===== config.mk =====
export PLATFORM = sky130hd
export DESIGN_NAME = cla_16b
export DESIGN_NICKNAME = d
export VERILOG_FILES = /design/src/rtl/alu_pkg.sv /design/src/rtl/cla_4b.sv /design/src/rtl/cla_16b.sv
export SDC_FILE = /design/constraint.sdc
export NUM_CORES = 1
export LEC_CHECK = 0
export CAP_MARGIN = 10
export CORE_MARGIN = 2
export CORE_UTILIZATION = 42
export CTS_BUF_LIST = sky130_fd_sc_hd__clkbuf_4 sky130_fd_sc_hd__clkbuf_8 sky130_fd_sc_hd__clkbuf_16
export DETAILED_ROUTE_END_ITERATION = 8
export GPL_TIMING_DRIVEN = 0
export PLACE_DENSITY = 0.86
export SYNTH_ARGS = -nofsm -noshare
export SYNTH_HDL_FRONTEND = slang
export SYNTH_SLANG_ARGS = --single-unit

===== constraint.sdc =====
create_clock -name clk -period 6.81 [get_ports clk]
set_input_delay 1.362 -clock clk [delete_from_list [all_inputs] [get_ports clk]]
set_output_delay 1.362 -clock clk [all_outputs]
set_load 0.005 [all_outputs]

===== src/rtl/alu_pkg.sv =====
// Shared ALU datapath constants and types.
// Latency: n/a (declarations only).
// Backpressure: n/a.
//
// Contents:
//   DATA_W   - datapath width (16)
//   SLICE_W  - width of one first-level lookahead slice (4)
//   N_SLICES - number of slices making up the word
//   word_t   - full datapath word
//   slice_t  - one slice worth of bits
package alu_pkg;

  localparam int DATA_W   = 16;
  localparam int SLICE_W  = 4;
  localparam int N_SLICES = DATA_W / SLICE_W;

  typedef logic [DATA_W-1:0]  word_t;
  typedef logic [SLICE_W-1:0] slice_t;

endpackage : alu_pkg


===== src/rtl/cla_4b.sv =====
// 4-bit carry-lookahead slice: sum bits plus slice propagate/generate.
// Latency: combinational, zero cycles.
// Backpressure: none (pure datapath).
//
// Ports:
//   a, b  in  4  operand bits for this slice
//   cin   in  1  carry into the slice (from the second-level lookahead)
//   sum   out 4  slice sum bits
//   Pg    out 1  slice propagate: every bit propagates
//   Gg    out 1  slice generate: slice produces a carry out with cin=0
//
// The slice never exports its own carry out; the top derives all slice
// carries from Pg/Gg so there is no ripple between slices.
module cla_4b
  import alu_pkg::*;
(
  input  slice_t a,
  input  slice_t b,
  input  logic   cin,
  output slice_t sum,
  output logic   Pg,
  output logic   Gg
);

  slice_t w_p;
  slice_t w_g;
  slice_t w_c;

  assign w_p = a ^ b;
  assign w_g = a & b;

  // Internal carries, each a flat sum of products of p/g and cin.
  assign w_c[0] = cin;
  assign w_c[1] = w_g[0]
                | (w_p[0] & cin);
  assign w_c[2] = w_g[1]
                | (w_p[1] & w_g[0])
                | (w_p[1] & w_p[0] & cin);
  assign w_c[3] = w_g[2]
                | (w_p[2] & w_g[1])
                | (w_p[2] & w_p[1] & w_g[0])
                | (w_p[2] & w_p[1] & w_p[0] & cin);

  assign sum = w_p ^ w_c;

  assign Pg = &w_p;
  assign Gg = w_g[3]
            | (w_p[3] & w_g[2])
            | (w_p[3] & w_p[2] & w_g[1])
            | (w_p[3] & w_p[2] & w_p[1] & w_g[0]);

endmodule : cla_4b


===== src/rtl/cla_16b.sv =====
// 16-bit two-level carry-lookahead adder with a registered result copy.
// Latency: sum/cout/ovf/P/G combinational (0 cycles); *_q outputs 1 cycle.
// Backpressure: none; registers capture every rising clk, no enable.
//
// Ports:
//   clk     in  1   clock for the registered result stage
//   rst_n   in  1   asynchronous active-low clear of the *_q registers
//   A, B    in  16  operands (unsigned or two's complement)
//   cin     in  1   carry-in (1 for subtract with inverted B)
//   sum     out 16  (A + B + cin) mod 2^16
//   cout    out 1   carry out of bit 15
//   ovf     out 1   signed overflow
//   P, G    out 1   group propagate / generate
//   sum_q, cout_q, ovf_q  out  registered copies of sum/cout/ovf
module cla_16b
  import alu_pkg::*;
(
  input  logic  clk,
  input  logic  rst_n,
  input  word_t A,
  input  word_t B,
  input  logic  cin,
  output word_t sum,
  output logic  cout,
  output logic  ovf,
  output logic  P,
  output logic  G,
  output word_t sum_q,
  output logic  cout_q,
  output logic  ovf_q
);

  // Slice-level propagate/generate and slice carry-ins.
  logic [N_SLICES-1:0] w_pk;
  logic [N_SLICES-1:0] w_gk;
  logic [N_SLICES-1:0] w_cs;

  // Bit-level p/g for bits 12..14, used only to form the carry into bit 15.
  logic [2:0] w_p_hi;
  logic [2:0] w_g_hi;
  logic       w_c15;

  // Registered result stage.
  word_t r_sum;
  logic  r_cout;
  logic  r_ovf;

  // --------------------------------------------------------------------
  // First level: four 4-bit lookahead slices.
  // --------------------------------------------------------------------
  for (genvar k = 0; k < N_SLICES; k++) begin : g_slice
    cla_4b u_cla_4b (
      .a   (A[k*SLICE_W +: SLICE_W]),
      .b   (B[k*SLICE_W +: SLICE_W]),
      .cin (w_cs[k]),
      .sum (sum[k*SLICE_W +: SLICE_W]),
      .Pg  (w_pk[k]),
      .Gg  (w_gk[k])
    );
  end

  // --------------------------------------------------------------------
  // Second level: slice carry-ins straight from Pk/Gk/cin, so the worst
  // path is two lookahead levels regardless of operand values.
  // --------------------------------------------------------------------
  assign w_cs[0] = cin;
  assign w_cs[1] = w_gk[0]
                 | (w_pk[0] & cin);
  assign w_cs[2] = w_gk[1]
                 | (w_pk[1] & w_gk[0])
                 | (w_pk[1] & w_pk[0] & cin);
  assign w_cs[3] = w_gk[2]
                 | (w_pk[2] & w_gk[1])
                 | (w_pk[2] & w_pk[1] & w_gk[0])
                 | (w_pk[2] & w_pk[1] & w_pk[0] & cin);

  assign P = &w_pk;
  assign G = w_gk[3]
           | (w_pk[3] & w_gk[2])
           | (w_pk[3] & w_pk[2] & w_gk[1])
           | (w_pk[3] & w_pk[2] & w_pk[1] & w_gk[0]);
  assign cout = G | (P & cin);

  // --------------------------------------------------------------------
  // Overflow: carry into the MSB XOR carry out of the MSB. The carry into
  // bit 15 is rebuilt from the slice-3 carry-in with its own flat SOP
  // rather than exported from the slice, keeping cla_4b's interface minimal.
  // --------------------------------------------------------------------
  assign w_p_hi = A[14:12] ^ B[14:12];
  assign w_g_hi = A[14:12] & B[14:12];

  assign w_c15 = w_g_hi[2]
               | (w_p_hi[2] & w_g_hi[1])
               | (w_p_hi[2] & w_p_hi[1] & w_g_hi[0])
               | (w_p_hi[2] & w_p_hi[1] & w_p_hi[0] & w_cs[3]);

  assign ovf = cout ^ w_c15;

  // --------------------------------------------------------------------
  // Registered copy. Reset clears only these; the adder stays live.
  // --------------------------------------------------------------------
  always_ff @(posedge clk or negedge rst_n) begin
    if (!rst_n) begin
      r_sum  <= '0;
      r_cout <= 1'b0;
      r_ovf  <= 1'b0;
    end else begin
      r_sum  <= sum;
      r_cout <= cout;
      r_ovf  <= ovf;
    end
  end

  assign sum_q  = r_sum;
  assign cout_q = r_cout;
  assign ovf_q  = r_ovf;

endmodule : cla_16b


==> results of run 1 <==
[path summary, 6_finish.rpt]
path                       start                 end  depth (start not counted)
min                        rst_n    cout_q$_DFF_PN0_                          1
max in group asynchronous  rst_n  sum_q[2]$_DFF_PN0_                          1
min in group clk            B[8]  sum_q[8]$_DFF_PN0_                          2
max                         A[5]             sum[13]                          9
[through the flow]
step           instance area, sq um  total power, mW  hold WS [ns]  instances  worst slack, ns
2_1_floorplan                  1310            0.213          1.07        131             2.46
3_3_place_gp                   2080            0.332          1.86        236             1.35
3_5_place_dp                   2080            0.339          1.88        236             1.30
4_1_cts                        2100            0.393          1.56        239             1.30
5_1_grt                        2100            0.415          1.58        239             1.10
6_report                       2100            0.392          1.53        239             1.31
[layout make-up]
class                           count  area, sq um  area share (%)
Clock buffer                        3         22.5            1.07
Multi-Input combinational cell    108          845            40.3
Inverter                            5         18.8           0.894
Timing Repair Buffer               72          721            34.3
Sequential cell                    18          450            21.5
Tap cell                           33         41.3            1.97
[cells by family (layout without fill, tap and decap cells)]
family / count (synthesis) / count (layout) / share of synthesized area [%]
buffers and inverters: 5 / 80 / 1.43
muxes: 2 / 2 / 1.62
DFF: 18 / 18 / 34.3
adders and majority gates: 20 / 20 / 21.3
xor gates and xnor gates: 8 / 8 / 5.33
and+or+nand+nor: 39 / 39 / 15.7
AOI/OAI and AO/OA: 39 / 39 / 20.3
[per-layer routing]
metal  GRT usage [%]  vias up  part of all wire [%]
met5               0        -                     0
met4            7.62        0                   1.4
met3            2.38        5                   5.0
met2            38.8       48                    54
met1            22.1      609                    39
li1                -      639                     -
[power by group through the flow]
stage / Clock [mW] / Combinational, mW / Sequential [mW]
2_1_floorplan: 0 / 0.0734 / 0.139
3_3_place_gp: 0 / 0.197 / 0.135
3_5_place_dp: 0 / 0.203 / 0.136
4_1_cts: 0.0552 / 0.204 / 0.134
5_1_grt: 0.0590 / 0.220 / 0.136
6_report: 0.0566 / 0.202 / 0.134
[state kept, by name, summed over array words and instances, names as in the netlist]
register and cells:
cout_q 1, ovf_q 1, sum_q 16
[cell usage in the layout (no fill, tap or decap), types with 5 or more instances in the layout]
master / count
o21ai_0: 5
nand2_1: 9
ha_1: 16
dfrtp_1: 18
nor2_1: 7
clkdlybuf4s50_1: 72
xor2_1: 5
inv_1: 5
a21oi_1: 13
==> results.txt, run 1 <==
drt pass-1 iters = 4
synthesis-to-layout area growth = 59.7%
Int Power = 0.273 mW
GRT Total Usage = 20.2%
critical path's slowest cell = clkdlybuf4s50_1
Synth Net Count = 186
grt total ovfl = 0
top cells by count, synth = dfrtp_1, ha_1, a21oi_1
Cell Chain, Critical Path = clkdlybuf4s50_1 > ha_1 > a21oi_1 > o21ai_0 > a21oi_1 > nand2_1 > fa_1 > xor2_1 > clkdlybuf4s50_1
Sw Share = 30.3%
PortBufs = 72
DR iter-0 viols = 31
worst-path maximum fanout = 6
Final Critical Period = 5.50 ns
unrepaired setup endpoints after global routing = false
share of async-settable or async-resettable flops after synthesis = 100%
worst path bufs/invs = 2
row cnt = 20
core footprint = 0.00300 sq mm
power per cell area = 187 mW/mm^2
max-slew violation count = 0
P_leak = 0.910 nW
total setup buffers inserted after CTS = 0
WS Path Type = input port to output port
Worst-path clk slew = 0.11 ns
chip height = 59.9 um
mapped cell area = 0.00131 sq mm
clock root buffer = clkbuf_4
drt via density = 5.44
Filler Cell Count = 241
Psw = 0.119 mW
count leader, synth = dfrtp_1
critical path required time = 5.45 ns
total CTS buffers = 3
Gate Count Post-Synth = 131
final setup TNS = 0 ns
ant diodes = 0
vias in the first global route = 1320
Comb pwr share = 51.5%
Residual DRC = 0
Seq pwr share = 34.1%
Post-CTS Hold Buffers = 0
# nets final = 263
Final Util = 69.9%
post_cts resized = 0
initial antenna violation count = 0
sequential area share after synthesis = 34.3%
antenna viol nets, final = 0
share of the synthesized area in the top cell type = 34.3%
Top-Level Pins = 73
CP arrival = 4.14 ns
headroom to the max-slew limit = 44.5%
first-pass GRT wire length = 5580 um
Post-synth EDFFs = 0
final setup fails = 0
clock tree from TritonCTS = yes
CP max stage delay = 0.54 ns
Peak Freq = 182 MHz
Total Die Area = 0.00359 sq mm
via count = 1301
maximum vdd drop = 0.0628 mV
layout cells sized above 1 = 3.88%
Yosys warning total = 0
Startpoint Class = input port
Die Width = 59.9 um
post-DP HPWL = 2870 um
status = completed
GPL Wtd Cong = 0.763
Synth cell types = 38
Post-Route WL = 3450 um
flops & latches, synth = 18
largest area contributor in the netlist = dfrtp_1
worst slew pin tran = 0.830 ns
Final Cycle Share = 80.8%
WL/cell = 14.4 um
CP endpoint kind = output port
largest cells by area after synthesis = dfrtp_1, ha_1, fa_1
Max H-tree Level = 1
CP delay by family, top = buffers and inverters
top_reg_cell synth = dfrtp_1
CTS Sinks = 18
Initial Util = 43.8%
Clk pwr share = 14.4%
Clock Path Buffers = 2
Hold/Removal Path Class = input port to asynchronous set/reset pin
largest net degree at the start of global routing = 19
Fin. Hold Viols = 0
Avg Cell Area, Syn = 10.0 sq um
Max-Cap Viols = 0
No activity file was read; power rests on OpenSTA's default activity.
==> run 2: changes to the inputs <==
--- a/config.mk
+++ b/config.mk
@@ -7,11 +7,11 @@
 export LEC_CHECK = 0
 export CAP_MARGIN = 10
 export CORE_MARGIN = 2
-export CORE_UTILIZATION = 42
+export CORE_UTILIZATION = 39
 export CTS_BUF_LIST = sky130_fd_sc_hd__clkbuf_4 sky130_fd_sc_hd__clkbuf_8 sky130_fd_sc_hd__clkbuf_16
 export DETAILED_ROUTE_END_ITERATION = 8
 export GPL_TIMING_DRIVEN = 0
-export PLACE_DENSITY = 0.86
+export PLACE_DENSITY = 0.81
 export SYNTH_ARGS = -nofsm -noshare
 export SYNTH_HDL_FRONTEND = slang
 export SYNTH_SLANG_ARGS = --single-unit
==> constraint.sdc (replaced) <==
create_clock -name clk -period 5.6 [get_ports clk]
set_input_delay 1.12 -clock clk [delete_from_list [all_inputs] [get_ports clk]]
set_output_delay 1.12 -clock clk [all_outputs]
set_load 0.005 [all_outputs]
==> run 2 against run 1 <==
Wire length is 0.84% higher. Cell area increased by 1.4%. Final cell count rose by 5.9%. Critical path depth unchanged. Sequential share of layout area fell by 0.30 points. Sequential power rose by 21%. Total power grew 25%. Via count rose by 1.8%. Worst hold slack worse by 0.24 ns. Combinational power rose by 21%. Largest cell class unchanged. Highest routed layer unchanged.
==> results.txt, run 2 (synthesis gave the netlist of run 1 again) <==
post-place setup slack = 0.576 ns
Post-Route WL = 3480 um
core footprint = 0.00328 sq mm
most common cell after layout, fill and taps aside = clkdlybuf4s50_1
max-slew violation count = 0
max reg flops = 16
Final Critical Period = 5.04 ns
CP endpoint kind = output port
maximum vdd drop = 0.0684 mV
row cnt = 21
Max H-tree Level = 1
Die Width = 62.0 um
DR iter-0 viols = 45
drt via density = 5.24
total setup buffers inserted after CTS = 0
CP arrival = 3.92 ns
Cell Count Post-Placement = 249
vias in the first global route = 1285
post-DP HPWL = 2900 um
post_cts resized = 0
Peak Freq = 198 MHz
critical path required time = 4.48 ns
status = completed
final setup fails = 0
grt total ovfl = 0
Design Area, Final = 0.00213 sq mm
WS Path Type = input port to output port
post-route worst setup slack = 0.556 ns
layout cells sized above 1 = 4.35%
Total Die Area = 0.00385 sq mm
via count = 1325
Final Cycle Share = 90.1%
Post-Layout Cell Count = 253
largest net degree at the start of global routing = 19
Clock Path Buffers = 2
initial antenna violation count = 0
P_leak = 0.917 nW
chip height = 62.0 um
worst-path maximum fanout = 6
most frequent cells in the layout = clkdlybuf4s50_1, dfrtp_1, ha_1, a21oi_1, nand2_1
ant diodes = 0
worst slew pin tran = 0.815 ns
Residual DRC = 0
first-pass GRT wire length = 5460 um
Top-Level Pins = 73
Worst-path clk slew = 0.10 ns
WL/cell = 13.8 um
headroom to the max-slew limit = 45.5%
power per cell area = 230 mW/mm^2
Hold/Removal Path Class = input port to asynchronous set/reset pin
Initial Util = 40.0%
clock tree from TritonCTS = yes
synthesis-to-layout area growth = 62.0%
final setup TNS = 0 ns
post-place instance area = 0.00209 sq mm
CTS Sinks = 18
# nets final = 263
Max-Cap Viols = 0
total CTS buffers = 3
unrepaired setup endpoints after global routing = false
PortBufs = 72
Post-CTS Hold Buffers = 0
GRT Total Usage = 19.0%
total power = 0.489 mW
clock root buffer = clkbuf_4
Filler Cell Count = 256
drt pass-1 iters = 4
GPL Wtd Cong = 0.795
antenna viol nets, final = 0
Startpoint Class = input port
Fin. Hold Viols = 0
run 2: changes by cell type in the layout (fill, tap and decap cells not counted), sizes merged:
cell	before	now
clkbuf	3	4
run 2: metrics by stage:
| step | hold slack (ns) | util (%) |
|---|---|---|
| 6_report | 1.29 | 64.8 |
| 5_1_grt | 1.34 | 64.8 |
| 4_1_cts | 1.31 | 64.8 |
| 3_5_place_dp | 1.64 | 63.7 |
| 3_3_place_gp | 1.61 | 63.7 |
| 2_1_floorplan | 0.824 | - |
run 2: where the power goes:
part	total (mW)	internal, mW	switching [mW]
logic	0.245	0.151	0.0940
clock network	0.0812	0.0396	0.0415
registers	0.162	0.156	0.00638
total	0.489	0.347	0.142
run 2: critical path, cell delays in order:
cell	delay (ns)
clkdlybuf4s50_1	0.42
ha_1	0.34
a21oi_1	0.20
o21ai_0	0.29
a21oi_1	0.33
nand2_1	0.13
fa_1	0.39
xor2_1	0.17
clkdlybuf4s50_1	0.53
run 2: final timing paths:
check / from / end / slack [ns] / cells after the start
worst max-delay path: A[7] / sum[13] / 0.56 / 9
worst min-delay path: rst_n / sum_q[6]$_DFF_PN0_ / 1.29 / 1
max in group asynchronous: rst_n / sum_q[9]$_DFF_PN0_ / 3.81 / 1
min in group clk: B[8] / sum_q[8]$_DFF_PN0_ / 1.55 / 2
run 2: cell type report:
class                           count  area [sq um]  share of cell area (%)
Clock buffer                        4          36.3                    1.70
Inverter                            5          18.8                   0.882
Multi-Input combinational cell    108           845                    39.7
Sequential cell                    18           450                    21.2
Tap cell                           46          57.6                    2.70
Timing Repair Buffer               72           721                    33.9
run 2: layer usage:
layer | vias up | track usage (%) | part of all wire [%]
met4 | 0 | 10.0 | 2.8
met1 | 612 | 21.0 | 39
li1 | 634 | - | -
met3 | 12 | 3.31 | 8.2
met5 | - | 0 | 0
met2 | 67 | 34.2 | 50
==> run 3: changes to the inputs <==
--- a/config.mk
+++ b/config.mk
@@ -5,7 +5,7 @@
 export SDC_FILE = /design/constraint.sdc
 export NUM_CORES = 1
 export LEC_CHECK = 0
-export CAP_MARGIN = 10
+export CAP_MARGIN = 20
 export CORE_MARGIN = 2
 export CORE_UTILIZATION = 39
 export CTS_BUF_LIST = sky130_fd_sc_hd__clkbuf_4 sky130_fd_sc_hd__clkbuf_8 sky130_fd_sc_hd__clkbuf_16
==> results of run 3 <==
The final DEF is identical to that of run 2; final timing and power are the same.
